--- config.mk ---
export PLATFORM = sky130hd
export DESIGN_NAME = mem_arbiter_flat
export DESIGN_NICKNAME = d
export VERILOG_FILES = /design/src/rtl/mem_arbiter_if.sv /design/src/rtl/mem_arbiter.sv /design/src/flat_wrapper.sv
export SDC_FILE = /design/constraint.sdc
export NUM_CORES = 1
export LEC_CHECK = 0
export ABC_CLOCK_PERIOD_IN_PS = 2700
export CAP_MARGIN = 20
export CELL_PAD_IN_SITES_DETAIL_PLACEMENT = 0
export CELL_PAD_IN_SITES_GLOBAL_PLACEMENT = 2
export CORE_MARGIN = 10
export CORE_UTILIZATION = 10
export CTS_CLUSTER_SIZE = 25
export DETAILED_ROUTE_END_ITERATION = 10
export PLACE_DENSITY_LB_ADDON = 0.12
export SYNTH_ARGS = -nofsm -noshare
export SYNTH_HDL_FRONTEND = slang
export SYNTH_SLANG_ARGS = --single-unit
--- constraint.sdc ---
create_clock -name clk_i -period 2.7 [get_ports clk_i]
set_clock_uncertainty 0.15 [all_clocks]
set_input_delay 0.54 -clock clk_i [delete_from_list [all_inputs] [get_ports clk_i]]
set_output_delay 0.54 -clock clk_i [all_outputs]
set_load 0.02 [all_outputs]
--- src/rtl/mem_arbiter_if.sv ---
// Host-side and RAM-side bus bundle for mem_arbiter.
// slave: arbiter view; master: hosts plus RAM view.
interface mem_arbiter_if #(
  parameter int DataWidth = 32,
  parameter int AddrWidth = 32
);
  logic                 d_req_i;
  logic                 d_we_i;
  logic [AddrWidth-1:0] d_addr_i;
  logic [DataWidth-1:0] d_wdata_i;
  logic                 d_gnt_o;
  logic                 d_rvalid_o;
  logic                 d_err_o;
  logic [DataWidth-1:0] d_rdata_o;

  logic                 i_req_i;
  logic [AddrWidth-1:0] i_addr_i;
  logic                 i_gnt_o;
  logic                 i_rvalid_o;
  logic                 i_err_o;
  logic [DataWidth-1:0] i_rdata_o;

  logic                 mem_ce_o;
  logic                 mem_we_o;
  logic [AddrWidth-1:0] mem_addr_o;
  logic [DataWidth-1:0] mem_wdata_o;
  logic [DataWidth-1:0] mem_rdata_i;

  modport slave (
    input  d_req_i, d_we_i, d_addr_i, d_wdata_i,
    output d_gnt_o, d_rvalid_o, d_err_o, d_rdata_o,
    input  i_req_i, i_addr_i,
    output i_gnt_o, i_rvalid_o, i_err_o, i_rdata_o,
    output mem_ce_o, mem_we_o, mem_addr_o, mem_wdata_o,
    input  mem_rdata_i
  );

  modport master (
    output d_req_i, d_we_i, d_addr_i, d_wdata_i,
    input  d_gnt_o, d_rvalid_o, d_err_o, d_rdata_o,
    output i_req_i, i_addr_i,
    input  i_gnt_o, i_rvalid_o, i_err_o, i_rdata_o,
    input  mem_ce_o, mem_we_o, mem_addr_o, mem_wdata_o,
    output mem_rdata_i
  );
endinterface

--- src/rtl/mem_arbiter.sv ---
// Data/fetch arbiter onto one single-port sync RAM.
// Ports: clk_i, rst_i (async active-low), bus (mem_arbiter_if.slave).
module mem_arbiter #(
  parameter int                   DataWidth  = 32,
  parameter int                   AddrWidth  = 32,
  parameter logic [AddrWidth-1:0] MemBase    = 32'h0,
  parameter logic [AddrWidth-1:0] MemMask    = ~32'hFFFFF,
  parameter int                   MaxDataRun = 4
) (
  input logic           clk_i,
  input logic           rst_i,
  mem_arbiter_if.slave  bus
);

  localparam int RunW = $clog2(MaxDataRun + 1);
  localparam logic [RunW-1:0] RunMax = RunW'(MaxDataRun);
  localparam logic [AddrWidth-1:0] WinTag = MemBase & MemMask;

  logic [RunW-1:0] run_q, run_d;
  // {valid, host(1=fetch), err}
  logic [2:0]      resp_q, resp_d;
  logic            rwe_q, rwe_d;

  logic gnt_d, gnt_i;
  logic d_hit, i_hit;

  always_comb begin
    gnt_d = rst_i & bus.d_req_i
          & (~bus.i_req_i | (run_q != RunMax));
    gnt_i = rst_i & bus.i_req_i & ~gnt_d;
    d_hit = (bus.d_addr_i & MemMask) == WinTag;
    i_hit = (bus.i_addr_i & MemMask) == WinTag;
  end

  always_comb begin
    run_d = '0;
    if (gnt_d && bus.i_req_i)
      run_d = (run_q == RunMax) ? run_q : run_q + 1'b1;
  end

  always_comb begin
    bus.mem_ce_o    = 1'b0;
    bus.mem_we_o    = 1'b0;
    bus.mem_addr_o  = '0;
    bus.mem_wdata_o = '0;
    resp_d          = 3'b000;
    rwe_d           = 1'b0;
    unique case (1'b1)
      gnt_d: begin
        resp_d = {1'b1, 1'b0, ~d_hit};
        rwe_d  = bus.d_we_i;
        if (d_hit) begin
          bus.mem_ce_o    = 1'b1;
          bus.mem_we_o    = bus.d_we_i;
          bus.mem_addr_o  = bus.d_addr_i;
          bus.mem_wdata_o = bus.d_wdata_i;
        end
      end
      gnt_i: begin
        resp_d = {1'b1, 1'b1, ~i_hit};
        if (i_hit) begin
          bus.mem_ce_o   = 1'b1;
          bus.mem_addr_o = bus.i_addr_i;
        end
      end
      default: ;
    endcase
  end

  always_ff @(posedge clk_i or negedge rst_i) begin
    if (!rst_i) begin
      run_q  <= '0;
      resp_q <= 3'b000;
      rwe_q  <= 1'b0;
    end else begin
      run_q  <= run_d;
      resp_q <= resp_d;
      rwe_q  <= rwe_d;
    end
  end

  logic own_d, own_i, pass;

  always_comb begin
    own_d = resp_q[2] & ~resp_q[1];
    own_i = resp_q[2] &  resp_q[1];
    // Read data only for an in-range read.
    pass  = ~resp_q[0] & ~rwe_q;

    bus.d_gnt_o    = gnt_d;
    bus.i_gnt_o    = gnt_i;
    bus.d_rvalid_o = own_d;
    bus.d_err_o    = own_d & resp_q[0];
    bus.d_rdata_o  = (own_d & pass) ? bus.mem_rdata_i : '0;
    bus.i_rvalid_o = own_i;
    bus.i_err_o    = own_i & resp_q[0];
    bus.i_rdata_o  = (own_i & pass) ? bus.mem_rdata_i : '0;
  end

endmodule

--- src/flat_wrapper.sv ---
// flat-port wrapper written by rule: the top's interface ports become plain ports
module mem_arbiter_flat 
#(
  parameter int                   DataWidth  = 32,
  parameter int                   AddrWidth  = 32,
  parameter logic [AddrWidth-1:0] MemBase    = 32'h0,
  parameter logic [AddrWidth-1:0] MemMask    = ~32'hFFFFF,
  parameter int                   MaxDataRun = 4
)
  (clk_i, rst_i, bus_d_req_i, bus_d_we_i, bus_d_addr_i, bus_d_wdata_i, bus_d_gnt_o, bus_d_rvalid_o, bus_d_err_o, bus_d_rdata_o, bus_i_req_i, bus_i_addr_i, bus_i_gnt_o, bus_i_rvalid_o, bus_i_err_o, bus_i_rdata_o, bus_mem_ce_o, bus_mem_we_o, bus_mem_addr_o, bus_mem_wdata_o, bus_mem_rdata_i);
  mem_arbiter_if #(.DataWidth(DataWidth), .AddrWidth(AddrWidth)) bus_i ();
  input logic clk_i;
  input logic rst_i;
  input wire logic [$bits(bus_i.d_req_i)-1:0] bus_d_req_i;
  input wire logic [$bits(bus_i.d_we_i)-1:0] bus_d_we_i;
  input wire logic [$bits(bus_i.d_addr_i)-1:0] bus_d_addr_i;
  input wire logic [$bits(bus_i.d_wdata_i)-1:0] bus_d_wdata_i;
  output wire logic [$bits(bus_i.d_gnt_o)-1:0] bus_d_gnt_o;
  output wire logic [$bits(bus_i.d_rvalid_o)-1:0] bus_d_rvalid_o;
  output wire logic [$bits(bus_i.d_err_o)-1:0] bus_d_err_o;
  output wire logic [$bits(bus_i.d_rdata_o)-1:0] bus_d_rdata_o;
  input wire logic [$bits(bus_i.i_req_i)-1:0] bus_i_req_i;
  input wire logic [$bits(bus_i.i_addr_i)-1:0] bus_i_addr_i;
  output wire logic [$bits(bus_i.i_gnt_o)-1:0] bus_i_gnt_o;
  output wire logic [$bits(bus_i.i_rvalid_o)-1:0] bus_i_rvalid_o;
  output wire logic [$bits(bus_i.i_err_o)-1:0] bus_i_err_o;
  output wire logic [$bits(bus_i.i_rdata_o)-1:0] bus_i_rdata_o;
  output wire logic [$bits(bus_i.mem_ce_o)-1:0] bus_mem_ce_o;
  output wire logic [$bits(bus_i.mem_we_o)-1:0] bus_mem_we_o;
  output wire logic [$bits(bus_i.mem_addr_o)-1:0] bus_mem_addr_o;
  output wire logic [$bits(bus_i.mem_wdata_o)-1:0] bus_mem_wdata_o;
  input wire logic [$bits(bus_i.mem_rdata_i)-1:0] bus_mem_rdata_i;
  assign bus_i.d_req_i = bus_d_req_i;
  assign bus_i.d_we_i = bus_d_we_i;
  assign bus_i.d_addr_i = bus_d_addr_i;
  assign bus_i.d_wdata_i = bus_d_wdata_i;
  assign bus_d_gnt_o = bus_i.d_gnt_o;
  assign bus_d_rvalid_o = bus_i.d_rvalid_o;
  assign bus_d_err_o = bus_i.d_err_o;
  assign bus_d_rdata_o = bus_i.d_rdata_o;
  assign bus_i.i_req_i = bus_i_req_i;
  assign bus_i.i_addr_i = bus_i_addr_i;
  assign bus_i_gnt_o = bus_i.i_gnt_o;
  assign bus_i_rvalid_o = bus_i.i_rvalid_o;
  assign bus_i_err_o = bus_i.i_err_o;
  assign bus_i_rdata_o = bus_i.i_rdata_o;
  assign bus_mem_ce_o = bus_i.mem_ce_o;
  assign bus_mem_we_o = bus_i.mem_we_o;
  assign bus_mem_addr_o = bus_i.mem_addr_o;
  assign bus_mem_wdata_o = bus_i.mem_wdata_o;
  assign bus_i.mem_rdata_i = bus_mem_rdata_i;
  mem_arbiter #(.DataWidth(DataWidth), .AddrWidth(AddrWidth), .MemBase(MemBase), .MemMask(MemMask), .MaxDataRun(MaxDataRun)) u_core (.clk_i(clk_i), .rst_i(rst_i), .bus(bus_i));
endmodule
==> results.cfg <==
[routing]
top_layer = met4
vias_per_cell = 3.64
firstDrtPassIters = 4
met1_length_mm = 4.07
vias = 2337
wl_met3_mm = 1.40
drtIter0Drc = 24
drtAntennaViolNets = 0
wl_per_cell_microns = 17.5
wl_met2_mm = 5.67
drc = 0
wl_mm = 11.2

[global_routing]
grt_pass1_vias = 2559
grt_pass1_wl_mm = 16.3
grt_use_total = 0.107
gr-total-overflow = 0
antenna_found_initial = 0
grt_start_max_net_pins = 33

[power_and_ir_drop]
powerDensity_mw_per_mm2 = 154
ir_drop_mv = 0.130
p_leak_nw = 2.91

[yosys]
synth_ff_type = dfrtp_1
ys_ff_latch = 7
syn_area_sq_mm = 0.00140
synth_cell_type_count = 26
yosysWarnings = 0
syn_area_per_cell_sq_um = 7.50
yosysSeqAreaShare = 0.126
synth_edf_count = 0
synth-async-reset-ratio = 1.00
synthCells = 186

[floorplanning]
dieArea_sq_mm = 0.0191
die_h_microns = 138
start_util = 0.101
boundaryPins = 269
fp.dieW_microns = 138
coreArea_sq_mm = 0.0138
row_count = 43

[layout]
syn_to_final_growth_pct = 235
fillers = 1453
fin_cells = 642
layout_common_cells = 110 x clkdlybuf4s50_1, 97 x and2_1, 50 x dlymetal6s2s_1
final_nets = 598
multi_input_area_sq_mm = 0.00118
final_common_cell = clkdlybuf4s50_1
post-route-util = 0.339
drive_above_1_share = 0.262
num_antenna_cells = 0
regArea_sq_um = 175

[placed_design]
port_buffers = 256
dpl.cell_count = 623
place.gp.congestion = 0.706
dp_slack_ns = -0.685
hpwlAfterDp_mm = 9.37

[setup_path]
reg2regPathDepth = 8
worstPathRequired_ns = 2.01
path_delay_family = buffers and inverters
cp_max_fo = 15
critPathKind = input pin to output port
cpPeakStageDelay_ns = 0.28
reg2reg_slack_ns = 1.04
cp.buffers_inverters = 5
crit_path_start_kind = input pin
crit_slowest_cell = and4_4
rr_endpoint = u_core.resp_q[0]
cpMostUsedCell = buf_4
crit-reg2reg-launch = u_core.run_q[0]
crit_path_cell_trace = dlygate4sd2_1 > nor4_2 > and4_4 > buf_6 > buf_4 > buf_12 > and2_1 > buf_4
arrival_ns = 1.94
crit_path_end_kind = output port

[run_status]
outcome = finished clean

[clocking]
htreeDepth = 1
clk-insertion-delay-late_ns = 0.23
cts_tree = built
numCtsBuffers = 3
numClockSinks = 7
clock-root-buffer = clkbuf_16
path_clk_slew_ns = 0.04
cts_max_path_buffers = 2
cts_hold_buf = 0

[sta]
rsz0062_at_grt = no
fmax_mhz = 380
slew_violations = 0
finalSetupViolations = 0
holdWs_ns = 0.336
period_share = 0.974
period_needed_ns = 2.63
fin_ws_ns = 0.0700
hold_viol = 0
tns_ns = 0

[worst_hold_path]
hold_class = input pin to async pin

[job]
max_cap_violations = 0
## registers in the layout, indices dropped and copies added (netlist names)
name and cells:
u_core.resp_q 3, u_core.run_q 3, u_core.rwe_q 1
## stage by stage
step	total power, mW	instance area (sq um)
floorplan	0.216	1440
global placement	0.482	4210
finish	0.721	4670
global route	0.757	4670
CTS	0.727	4470
detailed placement	0.482	4210
## cell type report
class | count | share of cell area
Clock buffer | 3 | 0.0161
Clock inverter | 1 | 0.00107
Inverter | 2 | 0.00161
Multi-Input combinational cell | 162 | 0.253
Sequential cell | 7 | 0.0375
Tap cell | 180 | 0.0482
Timing Repair Buffer | 287 | 0.643
## repair_timing
item                       4_1_cts  5_1_grt
cloned                           7        0
gates resized for setup        326       86
setup buffers                    8        0
pin swaps                       19        7
setup endpoints to repair       88       94
hold endpoints to repair         0        0
## layer usage
layer / GRT usage / vias up
li1: - / 1145
met1: 0.100 / 1004
met2: 0.200 / 181
met3: 0.0579 / 7
met4: 0.0183 / 0
met5: 0 / -
## worst max-delay path by stage
stage | start | endpoint | slack, ns | depth (start not counted)
after floorplan | u_core.run_q[0] | bus_mem_addr_o[10] | 0.35 | 7
after global placement | bus_i_addr_i[22] | bus_mem_addr_o[2] | -0.68 | 7
after detailed placement | bus_i_addr_i[26] | bus_mem_addr_o[2] | -0.68 | 7
after CTS | u_core.resp_q[1] | bus_d_rdata_o[1] | -0.04 | 5
after global routing | bus_i_addr_i[21] | bus_mem_addr_o[9] | 0.003 | 9
final | bus_d_addr_i[27] | bus_mem_wdata_o[28] | 0.07 | 8
## worst register-to-register path, delay by kind of cell (launching register included)
kind | cells | cell delay (ns)
adders and majority gates | 1 | 0.18
DFF | 1 | 0.33
buffers and inverters | 4 | 0.42
and+or+nand+nor | 2 | 0.31
AOI/OAI and AO/OA | 1 | 0.16
## synthesized netlist by cell type, drive strengths merged (2+ instances only)
cell / instances / area share
and2: 100 / 0.45
a22o: 20 / 0.13
buf: 20 / 0.12
dfrtp: 7 / 0.13
clkbuf: 6 / 0.016
nor4: 6 / 0.027
nand2: 4 / 0.013
nor2: 3 / 0.0081
a21oi: 2 / 0.0072
a31oi: 2 / 0.020
and3: 2 / 0.0090
ha: 2 / 0.018
inv: 2 / 0.0054
nor3b: 2 / 0.018
## logic make-up after synthesis
family / after synthesis / share of synthesized area
xor gates and xnor gates: 1 / 0.00628
and+or+nand+nor: 121 / 0.542
other: 1 / 0.00269
AOI/OAI and AO/OA: 26 / 0.167
buffers and inverters: 28 / 0.139
adders and majority gates: 2 / 0.0179
DFF: 7 / 0.126
## where the power goes
part           internal, mW  total, mW  switching [mW]
Combinational         0.222      0.354           0.132
Sequential            0.110      0.113         0.00386
Clock                 0.194      0.254          0.0595
Total                 0.526      0.721           0.195
Note: power is estimated with default switching activity, not from simulation.
